File: config.mk
export PLATFORM = sky130hd
export DESIGN_NAME = alu_multicycle
export DESIGN_NICKNAME = d
export VERILOG_FILES = /design/src/rtl/alu_pkg.sv /design/src/rtl/alu_iter_muldiv.sv /design/src/rtl/alu_multicycle.sv
export SDC_FILE = /design/constraint.sdc
export NUM_CORES = 1
export LEC_CHECK = 0
export CAP_MARGIN = 20
export CORE_MARGIN = 2
export CORE_UTILIZATION = 35
export DETAILED_ROUTE_END_ITERATION = 8
export GPL_TIMING_DRIVEN = 0
export PLACE_DENSITY = 0.51
export SLEW_MARGIN = 25
export SYNTH_ARGS = -nofsm -noshare
export SYNTH_HDL_FRONTEND = slang
export SYNTH_HIERARCHICAL = 1
export SYNTH_SLANG_ARGS = --single-unit
File: constraint.sdc
create_clock -name clock -period 5 [get_ports clock]
set_clock_uncertainty 0.2 [all_clocks]
set_input_delay 1 -clock clock [delete_from_list [all_inputs] [get_ports clock]]
set_output_delay 1 -clock clock [all_outputs]
set_load 0.02 [all_outputs]
File: src/rtl/alu_pkg.sv
// Shared constants for the multicycle ALU: opcodes, FSM state encoding and
// the width of the iteration counter used by the mul/div datapath.
package alu_pkg;

  localparam logic [4:0] OP_ADD = 5'd0;
  localparam logic [4:0] OP_SUB = 5'd1;
  localparam logic [4:0] OP_AND = 5'd2;
  localparam logic [4:0] OP_OR  = 5'd3;
  localparam logic [4:0] OP_SLL = 5'd4;
  localparam logic [4:0] OP_SRA = 5'd5;
  localparam logic [4:0] OP_MUL = 5'd6;
  localparam logic [4:0] OP_DIV = 5'd7;

  typedef logic [1:0] alu_state_t;

  localparam logic [1:0] ST_IDLE = 2'd0;
  localparam logic [1:0] ST_BUSY = 2'd1;
  localparam logic [1:0] ST_DONE = 2'd2;

  // Wide enough to count WIDTH iterations for the largest legal WIDTH (64).
  localparam int ITER_CNT_W = 7;

  // Two's-complement overflow of s = a + b, judged from the sign bits only.
  function automatic logic add_ovf(input logic a_msb, input logic b_msb,
                                   input logic s_msb);
    return (a_msb == b_msb) && (s_msb != a_msb);
  endfunction

endpackage

File: src/rtl/alu_iter_muldiv.sv
// Iterative signed multiply (radix-2 Booth) / divide (non-restoring on
// magnitudes), one iteration per clock, WIDTH iterations per operation.
module alu_iter_muldiv
  import alu_pkg::*;
#(
  parameter int WIDTH = 32
) (
  input  logic             clock,
  input  logic             reset,
  input  logic             start,
  input  logic             is_div,
  input  logic [WIDTH-1:0] op_a,
  input  logic [WIDTH-1:0] op_b,
  output logic             last,
  output logic [WIDTH-1:0] result,
  output logic             exception
);

  logic                  busy_q, busy_d;
  logic [ITER_CNT_W-1:0] cnt_q, cnt_d;
  logic                  div_q, div_d;
  logic                  neg_q, neg_d;
  logic                  dovf_q, dovf_d;
  logic                  qm1_q, qm1_d;
  logic [WIDTH+1:0]      hi_q, hi_d;
  logic [WIDTH-1:0]      lo_q, lo_d;
  logic [WIDTH-1:0]      m_q, m_d;

  logic [WIDTH+1:0]      m_ext;
  logic [WIDTH+1:0]      shifted;
  logic [WIDTH+1:0]      sum;
  logic [WIDTH-1:0]      abs_a, abs_b;

  always_comb begin
    abs_a   = op_a[WIDTH-1] ? -op_a : op_a;
    abs_b   = op_b[WIDTH-1] ? -op_b : op_b;
    // Divisor is an unsigned magnitude; multiplicand is signed.
    m_ext   = div_q ? {2'b00, m_q} : {{2{m_q[WIDTH-1]}}, m_q};
    shifted = {hi_q[WIDTH:0], lo_q[WIDTH-1]};
    sum     = hi_q;
    last    = busy_q && (cnt_q == ITER_CNT_W'(WIDTH - 1));

    busy_d = busy_q;
    cnt_d  = cnt_q;
    div_d  = div_q;
    neg_d  = neg_q;
    dovf_d = dovf_q;
    qm1_d  = qm1_q;
    hi_d   = hi_q;
    lo_d   = lo_q;
    m_d    = m_q;

    if (start) begin
      busy_d = 1'b1;
      cnt_d  = '0;
      div_d  = is_div;
      hi_d   = '0;
      qm1_d  = 1'b0;
      if (is_div) begin
        lo_d   = abs_a;
        m_d    = abs_b;
        neg_d  = op_a[WIDTH-1] ^ op_b[WIDTH-1];
        dovf_d = (op_a == {1'b1, {(WIDTH-1){1'b0}}}) && (&op_b);
      end else begin
        lo_d   = op_a;
        m_d    = op_b;
        neg_d  = 1'b0;
        dovf_d = 1'b0;
      end
    end else if (busy_q) begin
      cnt_d = cnt_q + 1'b1;
      if (last) begin
        busy_d = 1'b0;
      end
      if (div_q) begin
        sum  = hi_q[WIDTH+1] ? (shifted + m_ext) : (shifted - m_ext);
        hi_d = sum;
        lo_d = {lo_q[WIDTH-2:0], ~sum[WIDTH+1]};
      end else begin
        case ({lo_q[0], qm1_q})
          2'b01:   sum = hi_q + m_ext;
          2'b10:   sum = hi_q - m_ext;
          default: sum = hi_q;
        endcase
        hi_d  = {sum[WIDTH+1], sum[WIDTH+1:1]};
        lo_d  = {sum[0], lo_q[WIDTH-1:1]};
        qm1_d = lo_q[0];
      end
    end

    // Product sits in {hi_q[WIDTH-1:0], lo_q}; quotient magnitude in lo_q.
    result    = div_q ? (neg_q ? -lo_q : lo_q) : lo_q;
    exception = div_q ? dovf_q : (hi_q[WIDTH-1:0] != {WIDTH{lo_q[WIDTH-1]}});
  end

  always_ff @(posedge clock or posedge reset) begin
    if (reset) begin
      busy_q <= 1'b0;
      cnt_q  <= '0;
    end else begin
      busy_q <= busy_d;
      cnt_q  <= cnt_d;
    end
  end

  always_ff @(posedge clock) begin
    div_q  <= div_d;
    neg_q  <= neg_d;
    dovf_q <= dovf_d;
    qm1_q  <= qm1_d;
    hi_q   <= hi_d;
    lo_q   <= lo_d;
    m_q    <= m_d;
  end

endmodule

File: src/rtl/alu_multicycle.sv
// Multicycle ALU with valid/ready handshakes. Define ALU_MULDIV_EN to build in
// the iterative signed mul/div; otherwise opcodes 6 and 7 are illegal.
module alu_multicycle
  import alu_pkg::*;
#(
  parameter int WIDTH   = 32,
  parameter int SHAMT_W = $clog2(WIDTH)
) (
  input  logic               clock,
  input  logic               reset,
  input  logic               in_valid,
  output logic               in_ready,
  input  logic [WIDTH-1:0]   data_operandA,
  input  logic [WIDTH-1:0]   data_operandB,
  input  logic [4:0]         ctrl_ALUopcode,
  input  logic [SHAMT_W-1:0] ctrl_shiftamt,
  output logic               out_valid,
  input  logic               out_ready,
  output logic [WIDTH-1:0]   data_result,
  output logic               data_exception,
  output logic               isNotEqual,
  output logic               isLessThan
);

  alu_state_t       state_q, state_d;
  logic [WIDTH-1:0] result_q, result_d;
  logic             exc_q, exc_d;
  logic             ne_q, ne_d;
  logic             lt_q, lt_d;

  logic [WIDTH-1:0] sum, diff;
  logic             add_v, sub_v;
  logic [WIDTH-1:0] alu_res;
  logic             alu_exc;

`ifdef ALU_MULDIV_EN
  logic             go_busy;
  logic             use_iter_q, use_iter_d;
  logic             iter_start;
  logic             iter_last;
  logic [WIDTH-1:0] iter_result;
  logic             iter_exc;
`endif

  always_comb begin
    sum     = data_operandA + data_operandB;
    diff    = data_operandA - data_operandB;
    add_v   = add_ovf(data_operandA[WIDTH-1], data_operandB[WIDTH-1], sum[WIDTH-1]);
    sub_v   = add_ovf(data_operandA[WIDTH-1], ~data_operandB[WIDTH-1], diff[WIDTH-1]);
    alu_res = '0;
    alu_exc = 1'b0;
`ifdef ALU_MULDIV_EN
    go_busy = 1'b0;
`endif
    case (ctrl_ALUopcode)
      OP_ADD: begin
        alu_res = sum;
        alu_exc = add_v;
      end
      OP_SUB: begin
        alu_res = diff;
        alu_exc = sub_v;
      end
      OP_AND: alu_res = data_operandA & data_operandB;
      OP_OR:  alu_res = data_operandA | data_operandB;
      OP_SLL: alu_res = data_operandA << ctrl_shiftamt;
      OP_SRA: alu_res = $signed(data_operandA) >>> ctrl_shiftamt;
`ifdef ALU_MULDIV_EN
      OP_MUL: go_busy = 1'b1;
      OP_DIV: begin
        // Divide-by-zero completes immediately with result 0.
        if (data_operandB == '0) begin
          alu_exc = 1'b1;
        end else begin
          go_busy = 1'b1;
        end
      end
`endif
      default: alu_exc = 1'b1;
    endcase
  end

  always_comb begin
    state_d  = state_q;
    result_d = result_q;
    exc_d    = exc_q;
    ne_d     = ne_q;
    lt_d     = lt_q;
`ifdef ALU_MULDIV_EN
    use_iter_d = use_iter_q;
    iter_start = 1'b0;
`endif
    case (state_q)
      ST_IDLE: begin
        if (in_valid) begin
          result_d = alu_res;
          exc_d    = alu_exc;
          ne_d     = (data_operandA != data_operandB);
          lt_d     = diff[WIDTH-1] ^ sub_v;
`ifdef ALU_MULDIV_EN
          use_iter_d = go_busy;
          iter_start = go_busy;
          state_d    = go_busy ? ST_BUSY : ST_DONE;
`else
          state_d  = ST_DONE;
`endif
        end
      end
`ifdef ALU_MULDIV_EN
      ST_BUSY: begin
        if (iter_last) begin
          state_d = ST_DONE;
        end
      end
`endif
      ST_DONE: begin
        if (out_ready) begin
          state_d = ST_IDLE;
        end
      end
      default: state_d = ST_IDLE;
    endcase
  end

  always_ff @(posedge clock or posedge reset) begin
    if (reset) begin
      state_q  <= ST_IDLE;
      result_q <= '0;
      exc_q    <= 1'b0;
      ne_q     <= 1'b0;
      lt_q     <= 1'b0;
`ifdef ALU_MULDIV_EN
      use_iter_q <= 1'b0;
`endif
    end else begin
      state_q  <= state_d;
      result_q <= result_d;
      exc_q    <= exc_d;
      ne_q     <= ne_d;
      lt_q     <= lt_d;
`ifdef ALU_MULDIV_EN
      use_iter_q <= use_iter_d;
`endif
    end
  end

`ifdef ALU_MULDIV_EN
  alu_iter_muldiv #(
    .WIDTH(WIDTH)
  ) u_iter (
    .clock    (clock),
    .reset    (reset),
    .start    (iter_start),
    .is_div   (ctrl_ALUopcode == OP_DIV),
    .op_a     (data_operandA),
    .op_b     (data_operandB),
    .last     (iter_last),
    .result   (iter_result),
    .exception(iter_exc)
  );

  // The iterator holds its registers once idle, so its output stays stable in DONE.
  assign data_result    = use_iter_q ? iter_result : result_q;
  assign data_exception = use_iter_q ? iter_exc : exc_q;
`else
  assign data_result    = result_q;
  assign data_exception = exc_q;
`endif

  assign in_ready   = (state_q == ST_IDLE);
  assign out_valid  = (state_q == ST_DONE);
  assign isNotEqual = ne_q;
  assign isLessThan = lt_q;

endmodule

After elaboration in Yosys (flattened, before gate mapping) --
Index checks and enable logic that the tools add are counted.
Storage, ports and cells: word-level logic and storage cells 38, bits in registers 37, output and inout port bits 37
Cells by class: muxes and demuxes 5, shift-type cells 2, reduce and logical (&&, ||, !) cells 7, equal/unequal tests 13, bitwise logic cells 4, add/subtract/negate cells 2
Operator list (count):
- 32-bit case mux with 6 select lines | 1
- 32-bit adder | 1
- 32-bit bitwise AND | 1
- 32-bit inequality test | 1
- 32-bit bitwise OR | 1
- 32-bit by 5-bit << shifter with 32-bit output | 1
- 32-bit by 5-bit >>> shifter with 32-bit output | 1
- 32-bit subtractor | 1
- 5-bit by 2-bit == test with 1-bit output, second input constant | 2
- 5-bit by 3-bit == test with 1-bit output, second input constant | 2
- 5-bit by 1-bit == test with 1-bit output, second input constant | 1
- 5-bit logical NOT | 1
- 2-bit two-way mux | 2
- 2-bit case mux with 2 select lines | 1
- 2-bit AND reduction | 2
- 4-bit OR reduction | 1
- 1-bit case mux with 3 select lines | 1
- 1-bit == test | 2
- 2-bit == test, second input constant | 1
- 1-bit logical AND | 2
- 2-bit logical NOT | 1
- 1-bit inequality test | 2
- 2-bit by 1-bit inequality test with 1-bit output, second input constant | 1
- 2-bit inequality test, second input constant | 1
- 2 further kinds | 2

Logic depth before layout (Yosys ltp) --
depth after elaboration 4, depth in mapped cells 14, mapped depth without buffers 14

Worst setup path before layout --
Ideal clock, no wire load.
path type input-to-reg, start point input port data_operandA[0], end point register result_q[26], in the netlist data_result[26], data arrival time 3.265 ns, stages on the path 13, buffers on the path 0, slack 1.404 ns, path through inv_1 > ha_1 > inv_1 > fa_1 > nor2b_1 > o21ai_0 > a21oi_1 > o21ai_1 > a21oi_1 > a211oi_1 > o41ai_1 > and3_1 > or3_1
Between the ends: word-level cells in the longest chain between the ends 2, elaborated cells between the ends (all ways) 5, classes of those cells add/sub: 2; shift: 2; mux: 1
Ends and longest elaborated chain:
- start: declaration | line alu_multicycle.sv:13 | input logic [WIDTH-1:0] data_operandA,
- 32-bit subtractor (tied with other cells) | line alu_multicycle.sv:47 | diff = data_operandA - data_operandB;
- 32-bit case mux with 6 select lines * | line alu_multicycle.sv:55 | case (ctrl_ALUopcode)
- end signal: assignment | line alu_multicycle.sv:137 | result_q <= result_d;
- end: declaration | line alu_multicycle.sv:26 | logic [WIDTH-1:0] result_q, result_d;
Every way passes the cells marked *; elsewhere a longest branch is shown, timed or not. A chain may end at the register's enable or synchronous reset.

Worst setup path in the final report --
start point input port data_operandA[14], end point register result_q[27], in the netlist data_result[27]
The elaborated chain is that of the path after synthesis.

==> flow_summary.html <==
<table>
<tr><th>Metric</th><th>Value</th></tr>
<tr><th colspan="2">Outcome</th></tr>
<tr><td>Status</td><td>completed</td></tr>
<tr><th colspan="2">Final layout</th></tr>
<tr><td>Antenna cells</td><td>0</td></tr>
<tr><td>Area overhead of the layout relative to synthesis</td><td>18.19%</td></tr>
<tr><td>Top library cells by usage in the layout, fill and taps aside</td><td>sky130_fd_sc_hd__nor2_1, sky130_fd_sc_hd__a21oi_1, sky130_fd_sc_hd__nand2_1</td></tr>
<tr><td>Net count reported at finish</td><td>approximately 1600</td></tr>
<tr><td>Fraction of layout instances using a drive strength above 1</td><td>a little over 7%</td></tr>
<tr><td>Most common cell after layout, fill and taps aside</td><td>sky130_fd_sc_hd__nor2_1</td></tr>
<tr><td>Final cell utilization of the core</td><td>42.09%</td></tr>
<tr><td>Final instance area</td><td>approximately 0.011 mm²</td></tr>
<tr><th colspan="2">Pwr</th></tr>
<tr><td>Combinational share of power</td><td>62.9%</td></tr>
<tr><td>Internal portion of total power</td><td>966.8 µW</td></tr>
<tr><td>Leakage power of the design</td><td>4.769 nW</td></tr>
<tr><td>Power dissipated by switching net loads</td><td>around 960 µW</td></tr>
<tr><td>Proportion of power drawn by flip-flops and latches</td><td>approximately 16%</td></tr>
<tr><td>Power consumption</td><td>just under 2 mW</td></tr>
<tr><td>Total power density per cell area</td><td>roughly 170 mW/mm²</td></tr>
<tr><td>Worst vdd rail ir drop</td><td>roughly 0.11 mV</td></tr>
<tr><td>Switching power as a share of total power</td><td>about half</td></tr>
<tr><td>Clock network fraction of design power</td><td>a little over a fifth</td></tr>
<tr><th colspan="2">Min path</th></tr>
<tr><td>Worst hold-check path type</td><td>reg2reg</td></tr>
<tr><th colspan="2">Synth</th></tr>
<tr><td>Async set-or-reset flop fraction in the synthesized netlist</td><td>100.0%</td></tr>
<tr><td>Mapped cell area</td><td>0.009598 mm²</td></tr>
<tr><td>Gate count after technology mapping</td><td>1318</td></tr>
<tr><td>Number of synthesized register bits</td><td>36</td></tr>
<tr><td>Most used flip-flop cell after synthesis</td><td>sky130_fd_sc_hd__dfrtp_1</td></tr>
<tr><td>Number of synthesized flops with an enable pin</td><td>0</td></tr>
<tr><td>Count of yosys warnings during synthesis</td><td>6</td></tr>
<tr><td>Part of the Yosys area used for sequential elements</td><td>9.386%</td></tr>
<tr><td>Number of different library cells in the post-synthesis netlist</td><td>81</td></tr>
<tr><td>Mean post-synth cell area</td><td>between 7 and 8 µm²</td></tr>
<tr><td>Net Count, Synth</td><td>about 1500</td></tr>
<tr><th colspan="2">Die</th></tr>
<tr><td># IOs</td><td>115</td></tr>
<tr><td>Horiz. Die Dim</td><td>~170 µm</td></tr>
<tr><td>Placeable core region</td><td>around 0.027 mm²</td></tr>
<tr><td>Die Span Y</td><td>169.6 µm</td></tr>
<tr><td>Row count</td><td>60</td></tr>
<tr><td>Initial Util</td><td>between 30 and 40%</td></tr>
<tr><td>Die ar.</td><td>approximately 0.029 mm²</td></tr>
<tr><th colspan="2">Worst setup path</th></tr>
<tr><td>Kind of capture point of the worst setup path</td><td>flop</td></tr>
<tr><td>Critical path required time</td><td>5030 ps</td></tr>
<tr><td>Slowest cell on the critical path</td><td>sky130_fd_sc_hd__clkdlybuf4s50_1</td></tr>
<tr><td>Cell repeated most along the worst path</td><td>sky130_fd_sc_hd__a21oi_1</td></tr>
<tr><td>Worst endpoint data arrival time</td><td>around 4900 ps</td></tr>
<tr><td>Startpoint-to-endpoint class of the critical path</td><td>in2reg</td></tr>
<tr><td>Largest stage delay on the critical path</td><td>roughly 850 ps</td></tr>
<tr><td>Slack of the worst reg-to-reg path</td><td>~2200 ps</td></tr>
<tr><td>Maximum net fanout on the critical path</td><td>12</td></tr>
<tr><td>Critical path cell sequence</td><td>clkdlybuf4s50_1 -&gt; inv_1 -&gt; ha_1 -&gt; clkbuf_1 -&gt; a211oi_1 -&gt; a211o_1 -&gt; a2111oi_4 -&gt; a21oi_1 -&gt; nor4_1 -&gt; nor3_1 -&gt; mux2i_1 -&gt; a21oi_1 -&gt; a21oi_1</td></tr>
<tr><td>Startpoint type of the worst setup path</td><td>primary input</td></tr>
<tr><th colspan="2">GRT</th></tr>
<tr><td>Initial antenna violation count</td><td>0</td></tr>
<tr><td>Total congestion overflow</td><td>0</td></tr>
<tr><td>Total routing usage reported by global routing</td><td>between 30% and 40%</td></tr>
<tr><td>First-pass GRT wire length</td><td>a little over 70000 µm</td></tr>
<tr><td>Pin count of the biggest net entering global routing</td><td>20</td></tr>
<tr><td>Vias in the first global route</td><td>10440</td></tr>
<tr><th colspan="2">STA</th></tr>
<tr><td>Final critical-path required period</td><td>~4800 ps</td></tr>
<tr><td>Final Slew Violations</td><td>0</td></tr>
<tr><td>Final-report setup violation count</td><td>0</td></tr>
<tr><td>Fin Hold WS</td><td>around 280 ps</td></tr>
<tr><td>Setup repair after global routing missed its margin</td><td>false</td></tr>
<tr><td>Highest attainable clock frequency</td><td>about 210 MHz</td></tr>
<tr><td>Hold violation total from the final report</td><td>0</td></tr>
<tr><td>Crit share post-route</td><td>between 90% and 100%</td></tr>
<tr><td>Least-Margin Pin Slew</td><td>1043 ps</td></tr>
<tr><td>Max-slew headroom at the worst pin</td><td>between 20 and 30%</td></tr>
<tr><th colspan="2">Clocking</th></tr>
<tr><td>Level count of the clock H-tree</td><td>2</td></tr>
<tr><td>CTS tree</td><td>yes</td></tr>
<tr><td>Num CTS Buffers</td><td>5</td></tr>
<tr><td>Clock-pin slew reported for the worst setup and hold paths after clock tree synthesis</td><td>approximately 70 ps</td></tr>
<tr><td>Clock sink count</td><td>36</td></tr>
<tr><td>Clk Tree Root Cell</td><td>sky130_fd_sc_hd__clkbuf_16</td></tr>
<tr><td>Hold buffer count at CTS</td><td>0</td></tr>
<tr><td>Clock Tree Buf Depth</td><td>2</td></tr>
<tr><td>Clock latency of the later-clocked register in the worst-skew pair</td><td>approximately 300 ps</td></tr>
<tr><td>Setup Buffers After CTS</td><td>0</td></tr>
<tr><th colspan="2">Drt</th></tr>
<tr><td>Total wire length</td><td>around 50000 µm</td></tr>
<tr><td>WL per Instance</td><td>28.44 µm</td></tr>
<tr><td>Drt pass-1 iters</td><td>6</td></tr>
<tr><td>Number of DRC markers in iteration 0</td><td>approximately 1500</td></tr>
<tr><td>Count of nets left with antenna violations after detail routing</td><td>0</td></tr>
<tr><td>Met3 wire len</td><td>between 4000 and 5000 µm</td></tr>
<tr><td>Number of vias after detailed routing</td><td>between 10000 and 15000</td></tr>
<tr><td>Wire length on met2</td><td>~22000 µm</td></tr>
<tr><td>Per-cell via count in the routed design</td><td>6.279</td></tr>
<tr><td>Number of DRC violations after detailed routing</td><td>0</td></tr>
<tr><td>DR top layer</td><td>met4</td></tr>
<tr><td>Met1 Routed Length</td><td>roughly 22000 µm</td></tr>
<tr><th colspan="2">Place</th></tr>
<tr><td>Final weighted congestion of routability-driven global placement</td><td>approximately 1</td></tr>
<tr><td>Number of port buffers</td><td>between 100 and 150</td></tr>
<tr><td>Cell area after placement</td><td>roughly 0.011 mm²</td></tr>
<tr><td>Post-detail-place hpwl</td><td>~42000 µm</td></tr>
<tr><th colspan="2">Flow run</th></tr>
<tr><td>Number of max-cap violations</td><td>0</td></tr>
</table>
-- synthesized netlist by cell type, types with 10 or more instances --
| library cell | number | area [µm²] |
|---|---|---|
| sky130_fd_sc_hd__o21bai_1 | 13 | 97.59 |
| sky130_fd_sc_hd__inv_1 | 93 | 349.1 |
| sky130_fd_sc_hd__a221oi_1 | 10 | 87.58 |
| sky130_fd_sc_hd__o21ai_1 | 45 | 225.2 |
| sky130_fd_sc_hd__nor2_1 | 152 | 570.6 |
| sky130_fd_sc_hd__nand3_1 | 15 | 75.07 |
| sky130_fd_sc_hd__o211ai_1 | 14 | 105.1 |
| sky130_fd_sc_hd__nor3_1 | 32 | 160.2 |
| sky130_fd_sc_hd__xnor2_1 | 26 | 227.7 |
| sky130_fd_sc_hd__mux2i_1 | 70 | 700.7 |
| sky130_fd_sc_hd__o22ai_1 | 14 | 87.58 |
| sky130_fd_sc_hd__buf_2 | 20 | 100.1 |
| sky130_fd_sc_hd__buf_1 | 10 | 37.54 |
| sky130_fd_sc_hd__or3_1 | 11 | 68.82 |
| sky130_fd_sc_hd__nor2b_1 | 13 | 81.33 |
| sky130_fd_sc_hd__clkbuf_1 | 56 | 210.2 |
| sky130_fd_sc_hd__ha_1 | 110 | 1376 |
| sky130_fd_sc_hd__nand2b_1 | 21 | 131.4 |
| sky130_fd_sc_hd__o21ai_0 | 89 | 445.4 |
| sky130_fd_sc_hd__a211oi_1 | 28 | 210.2 |
| sky130_fd_sc_hd__mux4_2 | 39 | 878.3 |
| sky130_fd_sc_hd__nand2_1 | 114 | 427.9 |
| sky130_fd_sc_hd__a21oi_1 | 116 | 580.6 |
| sky130_fd_sc_hd__dfrtp_1 | 36 | 900.9 |
-- power by group through the flow --
stage | sequential [mW] | combinational, mW | clock, mW
finish | 0.313 | 1.21 | 0.401
global route | 0.314 | 1.28 | 0.408
CTS | 0.313 | 1.17 | 0.399
detailed placement | 0.319 | 1.17 | 0
global placement | 0.319 | 1.17 | 0
floorplan | 0.331 | 0.692 | 0
-- layer usage --
layer  up-vias  global-route usage (%)
met2       667                   54.68
met3        62                   5.364
met1      5419                   49.33
met4         0                   8.547
li1       5023                       -
met5         -                       0
-- final cells by class --
class	instances	area [µm²]
inverters	99	371.6
fillers	2899	15610
well taps	341	426.7
clock buffers	5	125.1
plain buffers	92	400.4
flip-flops and latches	36	900.9
multi-input cells	1091	7930
clock inverters	3	42.54
repair buffers	112	1146
-- sequential cells by signal, indices dropped and copies added (netlist names) --
register / flops
isNotEqual: 1
state_q: 1
data_result: 32
data_exception: 1
isLessThan: 1
-- through the flow --
stage / worst slack, ps / setup TNS [ps] / cells
final: 162.7 / 0 / 1779
after CTS: 189.4 / 0 / 1779
after detailed placement: -109.0 / -144.7 / 1771
after global placement: -101.8 / -103.3 / 1770
after floorplan: 1404 / 0 / 1318
after global routing: 15.64 / 0 / 1779
-- worst paths after layout --
| check | from | endpoint | cells past startpoint |
|---|---|---|---|
| worst max-delay path | data_operandA[14] | data_result[27]$_DFFE_PP0P_ | 13 |
| worst min-delay path | data_result[3]$_DFFE_PP0P_ | data_result[3]$_DFFE_PP0P_ | 2 |
| worst max register to register | state_q[1]$_DFFE_PP0P_ | data_result[3]$_DFFE_PP0P_ | 6 |
| worst min register to register | data_result[3]$_DFFE_PP0P_ | data_result[3]$_DFFE_PP0P_ | 2 |
| max in group asynchronous | reset | data_result[21]$_DFFE_PP0P_ | 3 |
| min in group asynchronous | reset | data_result[24]$_DFFE_PP0P_ | 2 |
-- kinds of logic (layout without fill, tap and decap cells) --
family,count (synthesis),after routing,synth area share (%)
compound gates,436,436,28.91
simple gates,392,392,18.38
buf+inv,191,311,8.043
mux,118,118,17.51
fa+ha+maj,112,112,14.76
flops,36,36,9.386
xor+xnor,33,33,3.011
-- timing repair --
action                                 in CTS  in global routing
setup endpoints to repair                   0                  2
gates resized for setup                     0                  4
endpoints found under the hold margin       0                  0
-- critical path: cells and delay by family --
kind / cells / cell delay [ps]
adder cells (fa/ha/maj): 1 / 370
buffers and inverters: 3 / 1190
AO/OA/AOI/OAI: 6 / 1500
AND/OR/NAND/NOR: 2 / 440
multiplexers: 1 / 370
Power figures use the tool's default switching activity.
==> RTL edit 1, RTL diff (same flow settings) <==
Remove the case item `OP_SRA` of the case on `ctrl_ALUopcode`.
--- a/src/rtl/alu_multicycle.sv
+++ b/src/rtl/alu_multicycle.sv
@@ -65,5 +65,4 @@
       OP_OR:  alu_res = data_operandA | data_operandB;
       OP_SLL: alu_res = data_operandA << ctrl_shiftamt;
-      OP_SRA: alu_res = $signed(data_operandA) >>> ctrl_shiftamt;
 `ifdef ALU_MULDIV_EN
       OP_MUL: go_busy = 1'b1;
Check against the original RTL: not equivalent (Yosys sat finds a counterexample within 4 cycles, from zero or initial values and one cycle with reset high).
==> RTL edit 1 against the original RTL <==
Final area shrank 16%; sequential cell count is the same; largest power group unchanged; area after synthesis shrank 18%; highest routed layer is now met5; critical endpoint is now data_result[22]; via count shrank 21%; setup slack gained 0.018 ns; non-clock buffer count shrank 21; routed wire length shrank 27%; power shrank 18%; sequential power shrank 2%.
==> RTL edit 1: results (changes against the original RTL) <==
Routing
  – DR pass1 iterations: 7 (+1)
  – Via count: 8,854 (-21%)
  – DR vias/cell: 5.94 (-5.4%)
  – Initial DRC Count: 754 (-48%)
  – Max Used Layer: met5

Placed design
  – DP Worst Slack: -0.0428 ns (+0.0661 ns)

Yosys
  – Synth Net Count: 1,273 (-16%)
  – Sequential fraction of the synthesis area: 11.4% (+2.0 points)
  – Syn_area_per_cell: 7.24 µm² (-0.52%)
  – Top cells by count, synth: nand2_1, ha_1, a21oi_1

Pwr
  – P_leak: 4.10 nW (-14%)
  – VDD IR-drop max: 0.151 mV (+40%)
  – Sequential power share: 19.4% (+3.1 points)
  – P_sw: 751 µW (-22%)

Critical path
  – R2R Setup Slk: 2.47 ns (+0.28 ns)
  – Reg2reg end: data_result[13]
  – CP arrival: 4.77 ns (-0.10 ns)
  – Worst-path fanout max: 5 (-7)

Cells and area
  – Sequential cell area share: 9.45% (+1.5 points)
  – Layout clock area frac: 1.51% (+0.031 points)
  – Multi-input logic area: 0.00621 mm² (-22%)
  – Non-CTS buffers: 183 (-10%)
  – Non-clock buffering overhead: 16.2% (+2.5 points)
  – Nets: 1,392 (-14%)
  – # fillers: 2,302 (-21%)
  – Non-clk invs: 104 (+5.1%)

GRT
  – GR Util met1: 43.4% (-6.0 points)
  – First-pass GRT wire length: 54.4 mm (-25%)
  – Largest net degree at the start of global routing: 25 (+25%)
  – GRT Total Usage: 30.4% (-4.2 points)
  – Met3 usage: 5.88% (+0.52 points)
  – Met2 usage: 46.3% (-8.4 points)
  – Initial antenna violation count: 2 (+2)

Timing
  – Slew @ Worst Pin: 1.01 ns (-0.0314 ns)
  – Fin Hold WS: 0.278 ns (-0.00571 ns)

Hold path
  – Hold Path Origin: data_result[7]

Status
  – Status: finished clean

Die
  – Core area: 0.0220 mm² (-19%)
[RTL edit 1: kinds of logic (layout without fill, tap and decap cells)]
logic type               Yosys count  count (layout)  share of synthesized area [%]
flip-flops                        36              36                           11.4
AO/OA/AOI/OAI                    382             382                           32.4
buffers and inverters            175             295                           10.1
other                              0               1                              0
AND/OR/NAND/NOR                  303             303                           17.6
adder cells (fa/ha/maj)          105             105                           16.8
XOR/XNOR                          24              24                           2.66
multiplexers                      65              65                           9.02
[RTL edit 1: worst max path at each step]
| stage | startpoint | endpoint | slack (ns) | cells after the start |
|---|---|---|---|---|
| after global placement | data_operandA[0] | data_result[22] | -0.07 | 12 |
| after detailed placement | data_operandA[0] | data_result[22] | -0.04 | 12 |
| after global routing | data_operandA[1] | data_result[31] | 0.01 | 12 |
| final | data_operandA[0] | data_result[22] | 0.18 | 12 |
| after floorplan | data_operandA[0] | data_result[28] | 1.36 | 11 |
| after CTS | data_operandA[0] | data_result[22] | 0.24 | 12 |
==> RTL edit 2, RTL diff (same settings) <==
Without the edit above. The parameter `WIDTH` goes from 32 to 16.
--- a/src/rtl/alu_multicycle.sv
+++ b/src/rtl/alu_multicycle.sv
@@ -4,5 +4,5 @@
   import alu_pkg::*;
 #(
-  parameter int WIDTH   = 32,
+  parameter int WIDTH   = 16,
   parameter int SHAMT_W = $clog2(WIDTH)
 ) (
Interface: changed (resized ctrl_shiftamt, data_operandA, data_operandB and data_result); port bits go from 115 to 66. No check against the original RTL was run, so the function may have changed too.
==> RTL edit 2 against the original RTL <==
Area after synthesis decreased by 55%; routed wire length decreased by 66%; setup slack improved by 0.39 ns; maximum frequency increased by 8.9%; power decreased by 55%; sequential cell count decreased by 16; final area decreased by 53%; core utilization increased by 1.7 points; critical path type unchanged; largest power group unchanged.
==> RTL edit 2: results (changes against the original RTL) <==
Clock network
  – TritonCTS Sinks: 20 (-44%)
  – H-tree lvl count: 1 (-1)
  – Setup Fix Bufs, Post-CTS: 0 (unchanged)
  – Number of gates resized after cts: 0 (unchanged)
  – Later-pin clock latency in the skew report: 0.25 ns (-0.05 ns)
  – Root Driver: clkbuf_16

Placed design
  – Placed wire-length estimate: 14.3 mm (-66%)
  – DP Worst Slack: 0.400 ns (+0.509 ns)
  – Routability-driven placement congestion ratio: 0.973 (-2.6%)
  – Post-DP Area: 0.00517 mm² (-54%)
  – Buffers on Ports: 63 (-43%)
  – Dpl cells: 814 (-54%)

Pwr
  – P_comb: 477 µW (-61%)
  – Seq power: 177 µW (-43%)
  – P_leak: 2.24 nW (-53%)
  – P_sw: 354 µW (-63%)
  – VDD IR-drop max: 0.0990 mV (-8.3%)
  – Post-layout power: 873 µW (-55%)

Routing
  – Met2 wire length: 7.79 mm (-65%)
  – DR pass1 iterations: 5 (-1)
  – Via count: 4,749 (-57%)
  – WL/cell: 21.2 µm (-26%)
  – Wire length on met1: 7.87 mm (-65%)
  – Met3 wire len: 1.24 mm (-73%)
  – Initial DRC Count: 384 (-74%)
  – Wirelength, routed: 17.3 mm (-66%)

GRT
  – Vias in the first global route: 4,526 (-57%)
  – Largest net degree at the start of global routing: 21 (+5.0%)
  – Met3 usage: 1.85% (-3.5 points)
  – First-pass GRT wire length: 26.5 mm (-64%)
  – Initial antenna violation count: 0 (unchanged)
  – GR Util met1: 37.9% (-11 points)
  – GRT Total Usage: 26.1% (-8.6 points)
  – Met2 usage: 41.8% (-13 points)

Cells and area
  – Layout clock area frac: 1.99% (+0.51 points)
  – Max FFs per register: 16 (-50%)
  – Non-clock buffering overhead: 14.9% (+1.3 points)
  – Clock buffers: 3 (-2)
  – Sequential cell area share: 9.48% (+1.5 points)
  – Comb_multi_in: 476 (-56%)
  – Non-CTS buffers: 99 (-51%)
  – Layout area overhead: 21.8%
  – Multi-input gate share of total cell area: 66.0% (-3.9 points)
  – Nets: 748 (-54%)
  – # fillers: 1,248 (-57%)
  – Layout cells sized above 1: 6.46% (-0.77 points)
  – Final instance area: 0.00528 mm² (-53%)
  – Non-clk invs: 51 (-48%)

Status
  – Status: finished clean

Yosys
  – Sequential fraction of the synthesis area: 11.5% (+2.2 points)
  – Top cells by area, synth: ha_1, dfrtp_1, mux2i_1
  – Top cells by count, synth: nor2_1, ha_1, nand2_1
  – Mapped Cells: 583 (-56%)
  – Synth Net Count: 680 (-55%)
  – Unique masters post-synth: 74 (-8.6%)

Critical path
  – Max incr delay on CP: 0.72 ns (-0.13 ns)
  – CP arrival: 4.37 ns (-0.50 ns)
  – Worst-path fanout max: 7 (-5)

Timing
  – Slew Limit Headroom: 44.9% (+15 points)
RTL edit 2: final timing paths:
| path | start | end | slack, ns | depth (start not counted) |
|---|---|---|---|---|
| setup / recovery | data_operandA[0] | data_result[12] | 0.56 | 12 |
| max in group asynchronous | reset | data_result[0] | 3.12 | 2 |
| hold reg to reg | data_result[6] | data_result[6] | 0.28 | 2 |
| min in group asynchronous | reset | isLessThan | 0.99 | 2 |
| hold / removal | data_result[6] | data_result[6] | 0.28 | 2 |
| setup reg to reg | state_q[1] | data_result[14] | 2.11 | 9 |
RTL edit 2: logic make-up (layout without fill, tap and decap cells):
kind of cell               count (synthesis)  after routing  synth area share [%]
AOI/OAI and AO/OA                        182            182                  27.9
muxes                                     47             47                  14.3
adders and majority gates                 52             52                  15.4
buffers and inverters                     87            154                  8.05
xor gates and xnor gates                  12             12                  2.43
and+or+nand+nor                          183            183                  20.4
DFF                                       20             20                  11.5
